**src/rtl/secuenciador_mult.sv**
```systemverilog
// Operand FIFO and launch sequencer for the Booth multiplier: queues signed pairs,
// pulses start, waits for the Fin rising edge (or a timeout) and returns the product in order.
module secuenciador_mult #(
    parameter int NUM_BITS   = 3,
    parameter int FIFO_DEPTH = 4,
    parameter int TIMEOUT    = 32
) (
    input  logic                            clk,
    input  logic                            rst_n,
    input  logic                            in_valid,
    output logic                            in_ready,
    input  logic [NUM_BITS-1:0]             in_multiplicando,
    input  logic [NUM_BITS-1:0]             in_multiplicador,
    output logic [NUM_BITS-1:0]             mult_multiplicando,
    output logic [NUM_BITS-1:0]             mult_multiplicador,
    output logic                            mult_start,
    input  logic [2*NUM_BITS-1:0]           mult_resultado,
    input  logic                            mult_fin,
    output logic                            out_valid,
    input  logic                            out_ready,
    output logic [2*NUM_BITS-1:0]           out_resultado,
    output logic                            out_error,
    output logic [$clog2(FIFO_DEPTH):0]     ocupacion
);

    // state   | meaning
    // IDLE    | waiting for a queued pair; pops the head when one is present
    // LANZA   | mult_start high for this single cycle, timer cleared
    // ESPERA  | waiting for a Fin rising edge or the timeout
    // ENTREGA | result held on out_* until the consumer takes it

    localparam int PW = $clog2(FIFO_DEPTH);
    localparam int CW = PW + 1;
    localparam int TW = $clog2(TIMEOUT) + 1;
    localparam int RW = 2 * NUM_BITS;

    typedef enum logic [1:0] {
        IDLE    = 2'd0,
        LANZA   = 2'd1,
        ESPERA  = 2'd2,
        ENTREGA = 2'd3
    } estado_t;

    estado_t              estado_q, estado_d;
    logic [RW-1:0]        mem_q [FIFO_DEPTH];
    logic [RW-1:0]        mem_d [FIFO_DEPTH];
    logic [PW-1:0]        wr_ptr_q, wr_ptr_d;
    logic [PW-1:0]        rd_ptr_q, rd_ptr_d;
    logic [CW-1:0]        count_q, count_d;
    logic [NUM_BITS-1:0]  mcando_q, mcando_d;
    logic [NUM_BITS-1:0]  mcador_q, mcador_d;
    logic                 start_q, start_d;
    logic                 fin_q, fin_d;
    logic [TW-1:0]        timer_q, timer_d;
    logic                 valid_q, valid_d;
    logic [RW-1:0]        res_q, res_d;
    logic                 err_q, err_d;

    logic                 push;
    logic                 pop;
    logic                 fin_edge;

    assign in_ready           = (count_q != CW'(FIFO_DEPTH));
    assign push               = in_valid & in_ready;
    assign fin_edge           = mult_fin & ~fin_q;

    assign mult_multiplicando = mcando_q;
    assign mult_multiplicador = mcador_q;
    assign mult_start         = start_q;
    assign out_valid          = valid_q;
    assign out_resultado      = res_q;
    assign out_error          = err_q;
    assign ocupacion          = count_q;

    always_comb begin
        estado_d = estado_q;
        mem_d    = mem_q;
        wr_ptr_d = wr_ptr_q;
        rd_ptr_d = rd_ptr_q;
        count_d  = count_q;
        mcando_d = mcando_q;
        mcador_d = mcador_q;
        start_d  = 1'b0;
        fin_d    = mult_fin;
        timer_d  = timer_q;
        valid_d  = valid_q;
        res_d    = res_q;
        err_d    = err_q;
        pop      = 1'b0;

        case (estado_q)
            IDLE: begin
                if (count_q != '0) begin
                    pop      = 1'b1;
                    mcando_d = mem_q[rd_ptr_q][RW-1:NUM_BITS];
                    mcador_d = mem_q[rd_ptr_q][NUM_BITS-1:0];
                    start_d  = 1'b1;
                    estado_d = LANZA;
                end
            end
            LANZA: begin
                timer_d  = '0;
                estado_d = ESPERA;
            end
            ESPERA: begin
                // A real completion takes priority over a timeout in the same cycle.
                if (fin_edge) begin
                    res_d    = mult_resultado;
                    err_d    = 1'b0;
                    valid_d  = 1'b1;
                    estado_d = ENTREGA;
                end else if (timer_q == TW'(TIMEOUT - 1)) begin
                    res_d    = '0;
                    err_d    = 1'b1;
                    valid_d  = 1'b1;
                    estado_d = ENTREGA;
                end else begin
                    timer_d  = timer_q + 1'b1;
                end
            end
            ENTREGA: begin
                if (out_ready) begin
                    valid_d  = 1'b0;
                    estado_d = IDLE;
                end
            end
            default: estado_d = IDLE;
        endcase

        if (push) begin
            mem_d[wr_ptr_q] = {in_multiplicando, in_multiplicador};
            wr_ptr_d        = wr_ptr_q + 1'b1;
        end
        if (pop) begin
            rd_ptr_d = rd_ptr_q + 1'b1;
        end
        case ({push, pop})
            2'b10:   count_d = count_q + 1'b1;
            2'b01:   count_d = count_q - 1'b1;
            default: count_d = count_q;
        endcase
    end

    // Storage needs no reset: entries are only read after being written.
    always_ff @(posedge clk) begin
        mem_q <= mem_d;
    end

    always_ff @(posedge clk) begin
        if (!rst_n) begin
            estado_q <= IDLE;
            wr_ptr_q <= '0;
            rd_ptr_q <= '0;
            count_q  <= '0;
            mcando_q <= '0;
            mcador_q <= '0;
            start_q  <= 1'b0;
            fin_q    <= 1'b0;
            timer_q  <= '0;
            valid_q  <= 1'b0;
            res_q    <= '0;
            err_q    <= 1'b0;
        end else begin
            estado_q <= estado_d;
            wr_ptr_q <= wr_ptr_d;
            rd_ptr_q <= rd_ptr_d;
            count_q  <= count_d;
            mcando_q <= mcando_d;
            mcador_q <= mcador_d;
            start_q  <= start_d;
            fin_q    <= fin_d;
            timer_q  <= timer_d;
            valid_q  <= valid_d;
            res_q    <= res_d;
            err_q    <= err_d;
        end
    end

endmodule
```
**config.mk**
```make
export PLATFORM = sky130hd
export DESIGN_NAME = secuenciador_mult
export DESIGN_NICKNAME = d
export VERILOG_FILES = /design/src/rtl/secuenciador_mult.sv
export SDC_FILE = /design/constraint.sdc
export NUM_CORES = 1
export LEC_CHECK = 0
export CAP_MARGIN = 40
export CORE_UTILIZATION = 40
export DETAILED_ROUTE_END_ITERATION = 6
export PLACE_DENSITY_LB_ADDON = 0.2
export SLEW_MARGIN = 20
export SYNTH_ARGS = -nofsm -noshare
export SYNTH_HDL_FRONTEND = slang
export SYNTH_SLANG_ARGS = --single-unit
```
**constraint.sdc**
```tcl
create_clock -name clk -period 2.6 [get_ports clk]
set_input_delay 0.39 -clock clk [delete_from_list [all_inputs] [get_ports clk]]
set_output_delay 0.39 -clock clk [all_outputs]
set_load 0.01 [all_outputs]
```
# Word-level counts from Yosys, hierarchy flattened
# Index checks and enable logic that the tools add are counted.
dict set report totals {
  reg_bits 55
  word_cells 77
}
dict set report op_classes {
  addsub 5
  magnitude_cmp 3
  eq_ne 12
  n_mux 24
  n_bitwise 5
  n_reduce_logical 12
}
# operator count
set ops {}
lappend ops {{two-way mux 6 bit} 7}
lappend ops {{bitwise mux 24 bit} 1}
lappend ops {{binary-select mux 6 bit (select 2 bit)} 1}
lappend ops {{demux 6 bit (select 2 bit)} 1}
lappend ops {{case mux 6 bit (2 select lines)} 1}
lappend ops {{AND reduction 3 bit} 3}
lappend ops {{two-way mux 2 bit} 4}
lappend ops {{!= test 2 bit (second input constant)} 4}
lappend ops {{case mux 2 bit (4 select lines)} 1}
lappend ops {{nonzero test 2 bit} 4}
lappend ops {{adder 6 x 1 -> 6 bit (second input constant)} 1}
lappend ops {{== test 2 bit (second input constant)} 3}
lappend ops {{== test 6 x 5 -> 1 bit (second input constant)} 1}
lappend ops {{greater-or-equal comparator 3 bit (second input constant)} 2}
lappend ops {{two-way mux 1 bit} 6}
lappend ops {{!= test 3 bit (second input constant)} 2}
lappend ops {{inverter 2 -> 3 bit} 2}
lappend ops {{case mux 3 bit (2 select lines)} 1}
lappend ops {{adder 2 x 1 -> 2 bit (second input constant)} 2}
lappend ops {{== test 2 x 1 -> 1 bit (second input constant)} 2}
lappend ops {{AND reduction 2 bit} 2}
lappend ops {{adder 3 x 1 -> 3 bit (second input constant)} 1}
lappend ops {{less-than comparator 3 x 1 -> 1 bit (second input constant)} 1}
lappend ops {{nonzero test 3 bit} 1}
lappend ops {{6 further kinds} 7}

# Logic depth before layout (Yosys ltp)
dict set report logic_depth {
  word_depth 6
  depth_mapped 11
  mapped_depth_nobuf 10
}

# Worst setup path after synthesis
# No wires, ideal clock.
dict set report synth_path {
  kind {reg-to-reg}
  startpoint {reg count_q[2], in the netlist ocupacion[2]}
  endpoint {reg count_q[2], in the netlist ocupacion[2]}
  setup_ns 0.071
  t_arrival_ns 2.281
  required_time_ns 2.529
  slack_ns 0.248
  stages_incl_launch_ff 10
  n_path_buf 0
  period_less_slack_ns 2.352
  cell_sequence {dfxtp_1 > or3b_1 > and2_1 > inv_1 > ha_1 > inv_1 > fa_1 > xor2_1 > or3_1 > a21oi_1}
}
# element line_no
set synth_rtl {}
lappend synth_rtl {{start, declared} 49} ;# logic [CW-1:0] count_q, count_d;
lappend synth_rtl {{start signal, assigned} 167} ;# count_q <= count_d;
lappend synth_rtl {{!= test 3 bit *} 63} ;# assign in_ready = (count_q != CW'(FIFO_DEPTH));
lappend synth_rtl {{named net in_ready} 11} ;# output logic in_ready,
lappend synth_rtl {{bitwise AND 1 bit *} 64} ;# assign push = in_valid & in_ready;
lappend synth_rtl {{== test 2 x 1 -> 1 bit or == test 2 bit (tied branches)} 137} ;# case ({push, pop})
lappend synth_rtl {{case mux 3 bit (2 select lines) or nonzero test 2 bit (tied branches)} --}
# Mark *: on every way through the listed nets, which the timed path passes. The rest lies on a longest branch.
# A chain may end at the register's enable or synchronous reset.

# Final worst setup path
dict set report layout_path {
  startpoint {reg count_q[2], in the netlist ocupacion[2]}
  endpoint {reg count_q[2], in the netlist ocupacion[2]}
}
dict set report layout_between {
  elab_chain_len 5
}
# element line_no
set layout_lines {}
lappend layout_lines {{nonzero test 3 bit} 93} ;# if (count_q != '0) begin
lappend layout_lines {{two-way mux 1 bit} 93}
lappend layout_lines {{two-way mux 1 bit} --}
lappend layout_lines {{== test 2 x 1 -> 1 bit or == test 2 bit (tied branches)} 137}
lappend layout_lines {{case mux 3 bit (2 select lines) or nonzero test 2 bit (tied branches)} --}
# Several ways; a longest one is shown, not always the timed one.

==> flow_summary.yaml <==
final_layout:
  syn_to_final_growth_pct: 23.9
  layout_common_cells: "clkdlybuf4s50_1, dfxtp_1, edfxtp_1, nand2_1, a21oi_1"
  num-nets-final: 262
  antennaDiodeCount: 0
  drive_above_1_share_pct: 9.83
  fill_cells: 508
  final_common_cell: "clkdlybuf4s50_1"
detailed_routing:
  antenna_left: 0
  num_vias: 1541
  wl_met3_um: 155
  first_pass_iters: 4
  route.met2.wl_um: 1960
  drt_iter0_markers: 55
  via_per_inst: 5.04
  m1WireLength_um: 1920
  routed.top_layer: "met4"
  wire_per_inst_um: 13.3
  drcViolationCount: 0
  wl_um: 4060
setup_path:
  worstPathMaxFanout: 6
  r2r_start: "ocupacion[2]$_SDFFE_PN0P_"
  path_cells: "or3b_1, and2_1, inv_1, ha_1, inv_1, fa_1, xor2_1, or3_1, a21oi_1"
  reg2reg_to: "ocupacion[2]$_SDFFE_PN0P_"
  crit_buf_inv: 2
  reg2reg_depth: 9
  required_ns: 2.85
  cp_slowest_cell: "or3b_1"
  arrival_ns: 2.62
  cp-end-kind: "flip-flop"
  r2r_setup_slack_ns: 0.23
  cpLargestDelayFamily: "simple AND/OR/NAND/NOR gates"
  cpPeakStageDelay_ns: 0.43
  path_common_cell: "inv_1"
  critPathLaunchType: "flip-flop"
  path_class: "reg -> reg"
power:
  p_clk_share_pct: 20.5
  p_leak_uw: 0.00101
  combPwrFrac_pct: 33.2
  power.net_switching_uw: 822
  peakVddDrop_mv: 0.534
  pwr_density_cell_nw_per_um2: 875
  seqPwrFrac_pct: 46.3
  switching_share_pct: 32.9
  internal_power_uw: 1680
synth:
  synth_ff_type: "dfxtp_1"
  netlist_instances: 192
  synth_edf_count: 24
  yosysSeqAreaShare_pct: 58.2
  yosysWarnings: 0
  async_flop_share_pct: 0
  ys_ff_latch: 55
  syn-num-nets: 221
  synth.distinct_cells: 42
  synth_area_um2: 2300
  syn_area_per_cell_um2: 12.0
floorplan:
  die_w_um: 77.9
  dieArea_um2: 6070
  core-area_um2: 5540
  start_util_pct: 41.6
  die_y_um: 77.9
  io-pin-count: 36
  rows: 27
clock_tree:
  clock_path_buffers: 2
  worstSkewPairLatency_ns: 0.31
  cts_tree: "built"
  cts-root-buf: "clkbuf_8"
  path_clk_slew_ns: 0.11
  post_cts_resized: 0
  cts_sinks: 55
  cts-htree-levels: 2
  postCtsHoldBufs: 0
  post-cts-setup-buffers: 0
  cts_made_buffers: 5
worst_hold_path:
  min_from: "mult_multiplicando[0]$_SDFFE_PN0P_"
  whs_endpoint: "mult_multiplicando[0]$_SDFFE_PN0P_"
  min_path_type: "reg -> reg"
  whs_path_depth: 2
timing:
  slew_violations: 0
  hold_viol: 0
  relSlewSlack_pct: 49.0
  setup_violations: 0
  period_share_pct: 91.3
  tightest_slew_ns: 0.764
  period_minus_slack_ns: 2.37
  max_freq_ghz: 0.421
  grt_setup_unrepaired: "false"
  hold_ws_ns: 0.460
  finClkSkew_ns: 0.00862
  setup-tns-final_ns: 0
grt:
  grt_overflow: 0
  antenna_found_initial: 0
  grt_pass1_vias: 1502
  grt_pass1_wl_um: 6960
  grt_max_degree: 21
  grt_usage_pct: 14.7
status:
  status: "complete, no violations"
run:
  maxCapViolations: 0
placed_design:
  numPortBuffers: 35
  gp_congestion: 0.753
  dp_hpwl_um: 2880
==> worst register-to-register path, cell delays in order (launching register included) <==
cell and delay, ns:
dfxtp_1 0.39, or3b_1 0.44, and2_1 0.22, inv_1 0.08, ha_1 0.17, inv_1 0.06
fa_1 0.37, xor2_1 0.16, or3_1 0.30, a21oi_1 0.13
==> layer usage <==
layer / up-vias / global-route usage, %
met4: 0 / 3.40
met5: - / 0
met3: 4 / 4.59
met2: 26 / 24.9
li1: 778 / -
met1: 733 / 18.4
==> worst max-delay path by stage <==
stage	start	to	slack [ns]	cells past startpoint
after global routing	ocupacion[2]$_SDFFE_PN0P_	ocupacion[2]$_SDFFE_PN0P_	0.03	9
final	ocupacion[2]$_SDFFE_PN0P_	ocupacion[2]$_SDFFE_PN0P_	0.23	9
after CTS	ocupacion[2]$_SDFFE_PN0P_	ocupacion[2]$_SDFFE_PN0P_	0.22	9
after detailed placement	in_valid	ocupacion[2]$_SDFFE_PN0P_	0.23	9
after floorplan	ocupacion[2]$_SDFFE_PN0P_	ocupacion[2]$_SDFFE_PN0P_	0.25	9
after global placement	in_valid	ocupacion[2]$_SDFFE_PN0P_	0.26	9
==> through the flow <==
stage	total power, uW	setup WS, ns	util, %	area (um2)	instances
after floorplan	1680	0.248	-	2300	192
after global routing	2670	0.0320	51.5	2850	306
after global placement	2010	0.264	49.8	2760	298
after detailed placement	2010	0.230	49.8	2760	298
final	2500	0.225	51.5	2850	306
after CTS	2520	0.223	51.5	2850	306
==> synthesized netlist by cell type, drive strengths merged, types with 3 or more instances <==
master	n	share of area, %
nand3	3	0.65
o21ai	5	1.1
mux4	6	5.9
nand2	23	3.7
edfxtp	24	31
inv	13	2.1
xor2	3	1.1
a21oi	15	3.3
clkbuf	3	0.49
nor2	8	1.3
buf	4	0.92
and3	6	1.7
dfxtp	31	27
ha	11	6.0
a32o	6	2.6
==> flip-flops by register name (all words and copies together), names as in the netlist <==
| name | count |
|---|---|
| mult_multiplicador | 3 |
| estado_q | 2 |
| mem_q | 24 |
| ocupacion | 3 |
| mult_start | 1 |
| out_valid | 1 |
| wr_ptr_q | 2 |
| fin_q | 1 |
| rd_ptr_q | 2 |
| out_resultado | 6 |
| mult_multiplicando | 3 |
| out_error | 1 |
| timer_q | 6 |
==> cell type report <==
| type | count | area (um2) | area share, % |
|---|---|---|---|
| Clock inverter | 3 | 28.8 | 1.01 |
| Clock buffer | 5 | 68.8 | 2.41 |
| Multi-Input combinational cell | 116 | 877 | 30.7 |
| Tap cell | 72 | 90.1 | 3.16 |
| Inverter | 14 | 52.6 | 1.84 |
| Timing Repair Buffer | 41 | 395 | 13.9 |
| Sequential cell | 55 | 1340 | 47.0 |
==> kinds of logic after synthesis <==
family | after synthesis | share of synthesized area [%]
compound gates | 39 | 11.9
xor+xnor | 5 | 1.90
fa+ha+maj | 12 | 6.84
buf+inv | 21 | 3.69
flops | 55 | 58.2
mux | 6 | 5.87
simple gates | 54 | 11.5
==> power by group through the flow <==
| stage | registers, uW | logic (uW) | clock network [uW] |
|---|---|---|---|
| global route | 1180 | 933 | 551 |
| CTS | 1160 | 840 | 520 |
| global placement | 1180 | 833 | 0 |
| floorplan | 1170 | 504 | 0 |
| finish | 1160 | 829 | 511 |
| detailed placement | 1180 | 832 | 0 |
(Power assumes the default switching activity.)
